==> config.mk <==
export PLATFORM = sky130hd
export DESIGN_NAME = cc_receive
export DESIGN_NICKNAME = d
export VERILOG_FILES = /design/src/rtl/cc_receive.sv
export SDC_FILE = /design/constraint.sdc
export NUM_CORES = 1
export LEC_CHECK = 0
export CAP_MARGIN = 0
export CORE_MARGIN = 2
export CORE_UTILIZATION = 35
export DETAILED_ROUTE_END_ITERATION = 7
export GPL_ROUTABILITY_DRIVEN = 0
export PLACE_DENSITY_LB_ADDON = 0.12
export SLEW_MARGIN = 20
export SYNTH_ARGS = -nofsm -noshare
export SYNTH_HDL_FRONTEND = slang
export SYNTH_SLANG_ARGS = --single-unit
==> constraint.sdc <==
create_clock -name clock -period 3.24 [get_ports clock]
set_input_delay 0.648 -clock clock [delete_from_list [all_inputs] [get_ports clock]]
set_output_delay 0.648 -clock clock [all_outputs]
set_load 0.05 [all_outputs]
==> src/rtl/cc_receive.sv <==
// ============================================================================
//  Module      : cc_receive
//  Description : Serial receiver for the CC link. Recovers idle-high,
//                LSB-first, 8N1 bytes (about BIT_PERIOD clocks per bit),
//                writes each byte into a byte-wide frame buffer at
//                sequential addresses and pulses frame_rdy once SUBFRAME
//                bytes have been stored.
//
//  Parameters  : SUBFRAME    - bytes per frame (must match the transmitter)
//                BIT_PERIOD  - nominal clocks per serial bit (<= 256)
//                SYNC_STAGES - rx synchronizer depth (>= 2)
//                TIMEOUT     - idle clocks mid-frame before the partial
//                              frame is aborted (CC_RX_TIMEOUT_EN only)
//
//  Ports       : clock      in   system clock, rising edge
//                reset      in   asynchronous active-low reset
//                rx         in   serial line, asynchronous, idle high
//                wraddress  out  [11:0] buffer write address (byte index)
//                wrdata     out  [7:0]  received byte
//                wren       out  one-clock write strobe
//                frame_rdy  out  one-clock pulse after the last byte
//                frame_err  out  sticky framing-error flag
//                bytes_rcvd out  [12:0] bytes stored in the current frame
//
//  Options     : `define CC_RX_TIMEOUT_EN to abort a partial frame after
//                TIMEOUT idle clocks (clears bytes_rcvd, sets frame_err).
//
//  Revision    : 1.0 - initial release
// ============================================================================
`default_nettype none

module cc_receive #(
    parameter int SUBFRAME    = 2048,
    parameter int BIT_PERIOD  = 50,
    parameter int SYNC_STAGES = 2,
    parameter int TIMEOUT     = 4096
) (
    input  logic        clock,
    input  logic        reset,
    input  logic        rx,
    output logic [11:0] wraddress,
    output logic [7:0]  wrdata,
    output logic        wren,
    output logic        frame_rdy,
    output logic        frame_err,
    output logic [12:0] bytes_rcvd
);

    // ------------------------------------------------------------------------
    // Constants
    // ------------------------------------------------------------------------
    localparam logic [7:0]  c_half_bit  = 8'(BIT_PERIOD / 2 - 1);
    localparam logic [7:0]  c_full_bit  = 8'(BIT_PERIOD - 1);
    localparam logic [12:0] c_last_byte = 13'(SUBFRAME - 1);

    // ------------------------------------------------------------------------
    // State encoding
    // ------------------------------------------------------------------------
    typedef enum logic [2:0] {
        S_IDLE      = 3'd0,
        S_START     = 3'd1,
        S_DATA      = 3'd2,
        S_STOP      = 3'd3,
        S_WAIT_HIGH = 3'd4,
        S_WRITE     = 3'd5
    } state_t;

    state_t                 r_state;
    state_t                 w_next_state;

    logic [SYNC_STAGES-1:0] r_sync;
    logic                   w_rxs;

    logic [7:0]             r_cnt;
    logic [2:0]             r_bit_idx;
    logic [7:0]             r_shift;

    logic [11:0]            r_wraddress;
    logic [7:0]             r_wrdata;
    logic                   r_wren;
    logic                   r_frame_rdy;
    logic                   r_frame_err;
    logic [12:0]            r_bytes_rcvd;

    logic                   w_cnt_clear;
    logic                   w_start_det;
    logic                   w_sample_bit;
    logic                   w_stop_err;
    logic                   w_write;
    logic                   w_timeout;

    // ------------------------------------------------------------------------
    // rx synchronizer; resets to the idle (high) line level so that reset
    // release never looks like a start edge.
    // ------------------------------------------------------------------------
    always_ff @(posedge clock or negedge reset) begin
        if (!reset) begin
            r_sync <= '1;
        end else begin
            r_sync <= {r_sync[SYNC_STAGES-2:0], rx};
        end
    end

    assign w_rxs = r_sync[SYNC_STAGES-1];

    // ------------------------------------------------------------------------
    // FSM state register
    // ------------------------------------------------------------------------
    always_ff @(posedge clock or negedge reset) begin
        if (!reset) begin
            r_state <= S_IDLE;
        end else begin
            r_state <= w_next_state;
        end
    end

    // ------------------------------------------------------------------------
    // FSM next-state and control decode
    // ------------------------------------------------------------------------
    always_comb begin
        w_next_state = r_state;
        w_cnt_clear  = 1'b0;
        w_start_det  = 1'b0;
        w_sample_bit = 1'b0;
        w_stop_err   = 1'b0;
        w_write      = 1'b0;

        case (r_state)
            S_IDLE: begin
                if (!w_rxs) begin
                    w_next_state = S_START;
                    w_cnt_clear  = 1'b1;
                    w_start_det  = 1'b1;
                end
            end

            // Half a bit in: a line that is high again was only a glitch.
            S_START: begin
                if (r_cnt == c_half_bit) begin
                    w_cnt_clear  = 1'b1;
                    w_next_state = w_rxs ? S_IDLE : S_DATA;
                end
            end

            // From mid-start, every full bit period lands mid-bit.
            S_DATA: begin
                if (r_cnt == c_full_bit) begin
                    w_cnt_clear  = 1'b1;
                    w_sample_bit = 1'b1;
                    if (r_bit_idx == 3'd7) begin
                        w_next_state = S_STOP;
                    end
                end
            end

            S_STOP: begin
                if (r_cnt == c_full_bit) begin
                    w_cnt_clear = 1'b1;
                    if (w_rxs) begin
                        w_next_state = S_WRITE;
                    end else begin
                        w_next_state = S_WAIT_HIGH;
                        w_stop_err   = 1'b1;
                    end
                end
            end

            // A held-low line must return high before a new start is accepted.
            S_WAIT_HIGH: begin
                if (w_rxs) begin
                    w_next_state = S_IDLE;
                end
            end

            S_WRITE: begin
                w_write      = 1'b1;
                w_next_state = S_IDLE;
            end

            default: begin
                w_next_state = S_IDLE;
            end
        endcase
    end

    // ------------------------------------------------------------------------
    // Bit timing counter (saturating) and data shift register
    // ------------------------------------------------------------------------
    always_ff @(posedge clock or negedge reset) begin
        if (!reset) begin
            r_cnt     <= 8'd0;
            r_bit_idx <= 3'd0;
            r_shift   <= 8'd0;
        end else begin
            if (w_cnt_clear) begin
                r_cnt <= 8'd0;
            end else if (r_cnt != 8'hFF) begin
                r_cnt <= r_cnt + 8'd1;
            end

            if (w_start_det) begin
                r_bit_idx <= 3'd0;
            end else if (w_sample_bit) begin
                r_shift[r_bit_idx] <= w_rxs;
                r_bit_idx          <= r_bit_idx + 3'd1;
            end
        end
    end

    // ------------------------------------------------------------------------
    // Optional mid-frame idle timeout
    // ------------------------------------------------------------------------
`ifdef CC_RX_TIMEOUT_EN
    localparam int                  c_idle_w       = $clog2(TIMEOUT + 1);
    localparam logic [c_idle_w-1:0] c_timeout_last = c_idle_w'(TIMEOUT - 1);

    logic [c_idle_w-1:0] r_idle_cnt;

    // Fires on the idle clock that would bring the count to TIMEOUT.
    assign w_timeout = (r_state == S_IDLE) && !w_start_det &&
                       (r_bytes_rcvd != 13'd0) && (r_idle_cnt == c_timeout_last);

    always_ff @(posedge clock or negedge reset) begin
        if (!reset) begin
            r_idle_cnt <= '0;
        end else if (w_start_det || w_timeout || (r_bytes_rcvd == 13'd0)) begin
            r_idle_cnt <= '0;
        end else if (r_state == S_IDLE) begin
            r_idle_cnt <= r_idle_cnt + 1'b1;
        end
    end
`else
    // No idle counter: a partial frame waits indefinitely. TIMEOUT is a
    // positive count, so this term is constant zero.
    assign w_timeout = (TIMEOUT < 0);
`endif

    // ------------------------------------------------------------------------
    // Buffer write interface and frame bookkeeping
    // ------------------------------------------------------------------------
    always_ff @(posedge clock or negedge reset) begin
        if (!reset) begin
            r_wraddress  <= 12'd0;
            r_wrdata     <= 8'd0;
            r_wren       <= 1'b0;
            r_frame_rdy  <= 1'b0;
            r_frame_err  <= 1'b0;
            r_bytes_rcvd <= 13'd0;
        end else begin
            r_wren      <= (w_next_state == S_WRITE);
            r_frame_rdy <= 1'b0;

            // Address and data are captured as WRITE is entered so they are
            // stable for the whole strobe.
            if (w_next_state == S_WRITE) begin
                r_wraddress <= r_bytes_rcvd[11:0];
                r_wrdata    <= r_shift;
            end

            if (w_write) begin
                if (r_bytes_rcvd == c_last_byte) begin
                    r_bytes_rcvd <= 13'd0;
                    r_frame_rdy  <= 1'b1;
                    r_frame_err  <= 1'b0;
                end else begin
                    r_bytes_rcvd <= r_bytes_rcvd + 13'd1;
                end
            end else if (w_timeout) begin
                r_bytes_rcvd <= 13'd0;
                r_frame_err  <= 1'b1;
            end

            if (w_stop_err) begin
                r_frame_err <= 1'b1;
            end
        end
    end

    assign wraddress  = r_wraddress;
    assign wrdata     = r_wrdata;
    assign wren       = r_wren;
    assign frame_rdy  = r_frame_rdy;
    assign frame_err  = r_frame_err;
    assign bytes_rcvd = r_bytes_rcvd;

endmodule

`default_nettype wire

Word level (Yosys, flattened, before mapping)
Index checks and enable logic that the tools add are counted.
Storage, ports and cells
  bits in registers: 60
  output and inout port bits: 36
Operators by class
  $add $sub $neg: 3
  magnitude comparators: 2
  equal/unequal tests: 11
  mux-type cells: 31
  bitwise logic cells: 1
  reduce and logical (&&, ||, !) cells: 9
Operators by type and width (number)
  $mux W3: 8
  $mux W8: 2
  $mux W1: 15
  $pmux W3 S5: 1
  $add A13 B1 Y13 const B: 1
  $eq A13 B11 Y1 const B: 1
  $mux W13: 1
  $eq A3 B3 Y1 const B: 4
  $add A8 B1 Y8 const B: 1
  $bwmux W8: 1
  $eq A8 B5 Y1 const B: 1
  $eq A8 B6 Y1 const B: 1
  $ne A8 B8 Y1 const B: 1
  $reduce_bool A2 Y1: 4
  $eq A3 B2 Y1 const B: 2
  $lt A3 B4 Y1 const B: 1
  $reduce_and A2 Y1: 2
  $add A3 B1 Y3 const B: 1
  $demux W1 S3: 1
  $eq A3 B1 Y1 const B: 1
  $ge A3 B1 Y1 const B: 1
  $logic_not A3 Y1: 1
  $pmux W1 S3: 1
  $mux W2: 1
  3 further kinds: 3

Logic depth before layout (Yosys ltp)
  word-level depth: 5
  gate-level depth with buffers: 8
  depth with buffers taken out: 6

Least setup slack after synthesis
No wires, ideal clock.
  kind: register to register
  start: reg r_bytes_rcvd[1], in the netlist bytes_rcvd[1]
  end: reg r_frame_err, in the netlist frame_err
  library setup time: 0.136 ns
  arrival: 1.893 ns
  required time: 3.104 ns
  slack: 1.211 ns
  cell stages (with the launch flop): 7
  clock period less this slack: 2.029 ns
  path through: dfrtp_1 ha_1 nand3_1 nor3_1 and2_1 clkbuf_1 o32ai_1
Between the ends
  longest elaborated chain between the ends: 3
Ends and longest elaborated chain
  start, declared: line 83  | logic [12:0] r_bytes_rcvd;
  start signal, assigned: line 266  | r_bytes_rcvd <= r_bytes_rcvd + 13'd1;
  $eq A13 B11 Y1: line 261  | if (r_bytes_rcvd == c_last_byte) begin
  $reduce_bool A2 Y1 (no line)
  $reduce_and A2 Y1 (no line)
  end signal, assigned: line 264  | r_frame_err <= 1'b0;
  end signal, assigned: line 270  | r_frame_err <= 1'b1;
  end signal, assigned: line 274  | r_frame_err <= 1'b1;
  end, declared: line 82  | logic r_frame_err;
No other way between the ends.
A chain may end at the register's enable or synchronous reset.

Worst setup path after layout
  start: reg r_cnt[0]
  end: reg r_wraddress[7], in the netlist wraddress[7]
Between the ends
  longest elaborated chain between the ends: 4
Ends and longest elaborated chain
  start, declared: line 74  | logic [7:0] r_cnt;
  start signal, assigned: line 198  | r_cnt <= r_cnt + 8'd1;
  $eq A8 B6 Y1 / $eq A8 B5 Y1 (equally long branches): line 147, 157, 139
  $mux W3, on equally long branches: line 157, 139, 147
  $pmux W3 S5 (*): line 128  | case (r_state)
  $eq A3 B3 Y1 (*): line 255  | if (w_next_state == S_WRITE) begin
  end signal, assigned: line 256  | r_wraddress <= r_bytes_rcvd[11:0];
  end, declared: line 78  | logic [11:0] r_wraddress;
Every way passes the cells marked *; elsewhere a longest branch is shown, timed or not.

==> impl_metrics.toml <==
[global_route]
first_global_vias = 1831
busiest_layer = "met2"
antenna_found_initial = 0
grt_use_total = 0.136
grt_overflow = 0
grt_max_degree = 61
gr-usage-met2 = 0.206
grtUsageMet1 = 0.180
met3_usage = 0.0439
grt_pass1_wl_um = 9270

[placement]
hpwl_um = 3570
pre_cts_ws_ns = 0.800
dp_cells = 370
numPortBuffers = 38

[clock_tree]
clock_path_buffers = 2
htree_levels = 3
ctsHoldBuffers = 0
tritoncts = "built"
postCtsResizedCells = 0
cts_sinks = 60
cts_setup_buffers = 0
clk_pin_slew_worst_paths_ns = 0.07
clockRootBuffer = "clkbuf_8"
cts_made_buffers = 9
clock_latency_ns = 0.34

[sta]
relSlewSlack = 0.496
fin_ws_ns = 0.826
finalClockSkew_ns = 0.00778
final.setup.tns_ns = 0
fmax_mhz = 414
setup_violations = 0
finalCriticalPeriod_ns = 2.41
hold_violations = 0
rsz0062_at_grt = "no"
fin_crit_sh = 0.745
worst_pin_slew_ns = 0.757
maxSlewViolCount = 0

[critical_path]
critPathLaunch = "r_cnt[0]$_DFFE_PN0P_"
worstSetupStartpointType = "flop"
cp.arrival_ns = 2.63
critPathKind = "reg2reg"
required_ns = 3.46
endpoint_kind = "flop"
crit_fanout = 13
r2r-start = "r_cnt[0]$_DFFE_PN0P_"

[finish]
finalNetCount = 285
syn_to_final_growth_pct = 22.9
fin_cells = 386
n_antenna_cell = 0
utilization = 0.439
drive_gt1_frac = 0.210

[die]
die_area_um2 = 9000
start_util = 0.357
die_x_um = 94.9
fp.coreArea_um2 = 8090
dieHeight_um = 94.9
num_rows = 33
io_pins = 39

[min_path]
hold_class = "reg2reg"
hp-start = "r_sync[0]$_DFF_PN1_"

[pwr]
p_leak_uw = 0.00154
power_density_nw_per_um2 = 481
max-vdd-ir-drop_uv = 293
total_power_uw = 1710

[routing]
firstDrtPassIters = 4
drtIter0Drc = 79
routedWlPerCell_um = 14.1
dr_total_vias = 1901
drc = 0
ant_nets = 0
drt-total-wl_um = 5440
avgViaCountPerCell = 4.92

[logic_synthesis]
syn_avg_cell_area_um2 = 12.2
ys.flop_type = "dfrtp_1"
ys_types = 51
synthArstFlopShare = 1.00
synth-edff-count = 0
ys_seq_area_frac = 0.521
yosys_warnings = 0
syn_nets = 246
ys_seq_elements = 60
netlist_area_um2 = 2890
netlist_instances = 237

[job]
maxCapViolations = 0

[run_status]
status = "finished clean"
## power breakdown
part / internal, µW / switching, µW / leakage (µW)
Clock: 355 / 305 / 0.0000927
Sequential: 785 / 71.5 / 0.000818
Combinational: 81.7 / 109 / 0.000626
## synth_stat cells, types with 3 or more instances
library cell | instances | area share
dfrtp_1 | 58 | 0.50
mux2_4 | 19 | 0.099
nor2_1 | 19 | 0.025
nand3_1 | 11 | 0.019
mux2_2 | 10 | 0.039
nand2_1 | 9 | 0.012
nor3_1 | 9 | 0.016
xnor2_1 | 9 | 0.027
inv_1 | 8 | 0.010
ha_1 | 6 | 0.026
nand4_1 | 6 | 0.013
a21oi_1 | 5 | 0.0087
clkbuf_1 | 4 | 0.0052
nor2b_1 | 4 | 0.0087
nor4_1 | 4 | 0.0087
a22o_1 | 3 | 0.0091
buf_4 | 3 | 0.0078
nand4b_1 | 3 | 0.0091
o21ai_0 | 3 | 0.0052
or2_2 | 3 | 0.0065
## per-stage QoR
step,hold WS (ns),cell area [µm²]
floorplan,0.345,2890
global placement,0.346,3360
detailed placement,0.347,3360
CTS,0.357,3550
global route,0.371,3550
finish,0.355,3550
## layout make-up
class / instances / area [µm²]
Inverter: 8 / 30.0
Clock buffer: 10 / 128
Multi-Input combinational cell: 157 / 1290
Timing Repair Buffer: 40 / 403
Fill cell: 778 / 4540
Clock inverter: 6 / 63.8
Sequential cell: 60 / 1500
Tap cell: 105 / 131
## kinds of logic after synthesis
group / after synthesis / synth area share
buffers and inverters: 20 / 0.0359
AND/OR/NAND/NOR: 87 / 0.179
XOR/XNOR: 10 / 0.0303
multiplexers: 31 / 0.145
AO/OA/AOI/OAI: 23 / 0.0637
adder cells (fa/ha/maj): 6 / 0.0260
flip-flops: 60 / 0.521
## final timing paths
path                                            end  slack [ns]  depth (start not counted)
max in group asynchronous     wrdata[4]$_DFFE_PN0N_        2.28                          2
min reg2reg                     r_sync[1]$_DFF_PN1_        0.36                          0
min in group asynchronous  wraddress[8]$_DFFE_PN0N_        0.46                          2
max                        wraddress[7]$_DFFE_PN0N_        0.83                          7
max reg2reg                wraddress[7]$_DFFE_PN0N_        0.83                          7
min                             r_sync[1]$_DFF_PN1_        0.36                          0
## registers in the layout, summed over array words and instances (netlist names)
signal	flops
wren	1
bytes_rcvd	13
r_cnt	8
r_state	3
wraddress	12
r_sync	2
r_shift	8
r_bit_idx	3
frame_rdy	1
wrdata	8
frame_err	1
## critical path: stages (launching register included)
cell and delay (ns):
dfrtp_1 0.41, inv_1 0.09, ha_1 0.19, and4b_1 0.20, a311o_1 0.41, a31oi_4 0.44
buf_12 0.23, mux2_4 0.31
## layer usage
metal  wire (µm)  share of wire
met1        2620           0.48
met2        2530           0.47
met3         204          0.038
met4          86          0.016
met5           0              0
## layout by cell type (no fill, tap or decap), types with 2 or more instances in the layout
master           Yosys  final
a21oi_1              5      5
a22o_1               3      3
a31oi_1              2      2
and3_1               2      2
and4b_1              2      2
clkbuf_8             0      9
clkdlybuf4s50_1      0     37
clkinv_2             0      2
clkinvlp_4           0      2
dfrtp_1             58     58
dfstp_2              2      2
ha_1                 6      6
inv_1                8      8
mux2_2              10     10
mux2_4              19     19
mux2i_1              2      2
nand2_1              9      9
nand3_1             11     11
nand4_1              6      6
nand4b_1             3      3
nor2_1              19     19
nor2b_1              4      4
nor3_1               9      9
nor4_1               4      4
nor4b_1              2      2
o21ai_0              3      3
o31ai_1              2      2
or2_2                3      3
or3_1                2      2
or4_1                2      2
xnor2_1              9      9
Note: power is estimated with default switching activity, not from simulation.
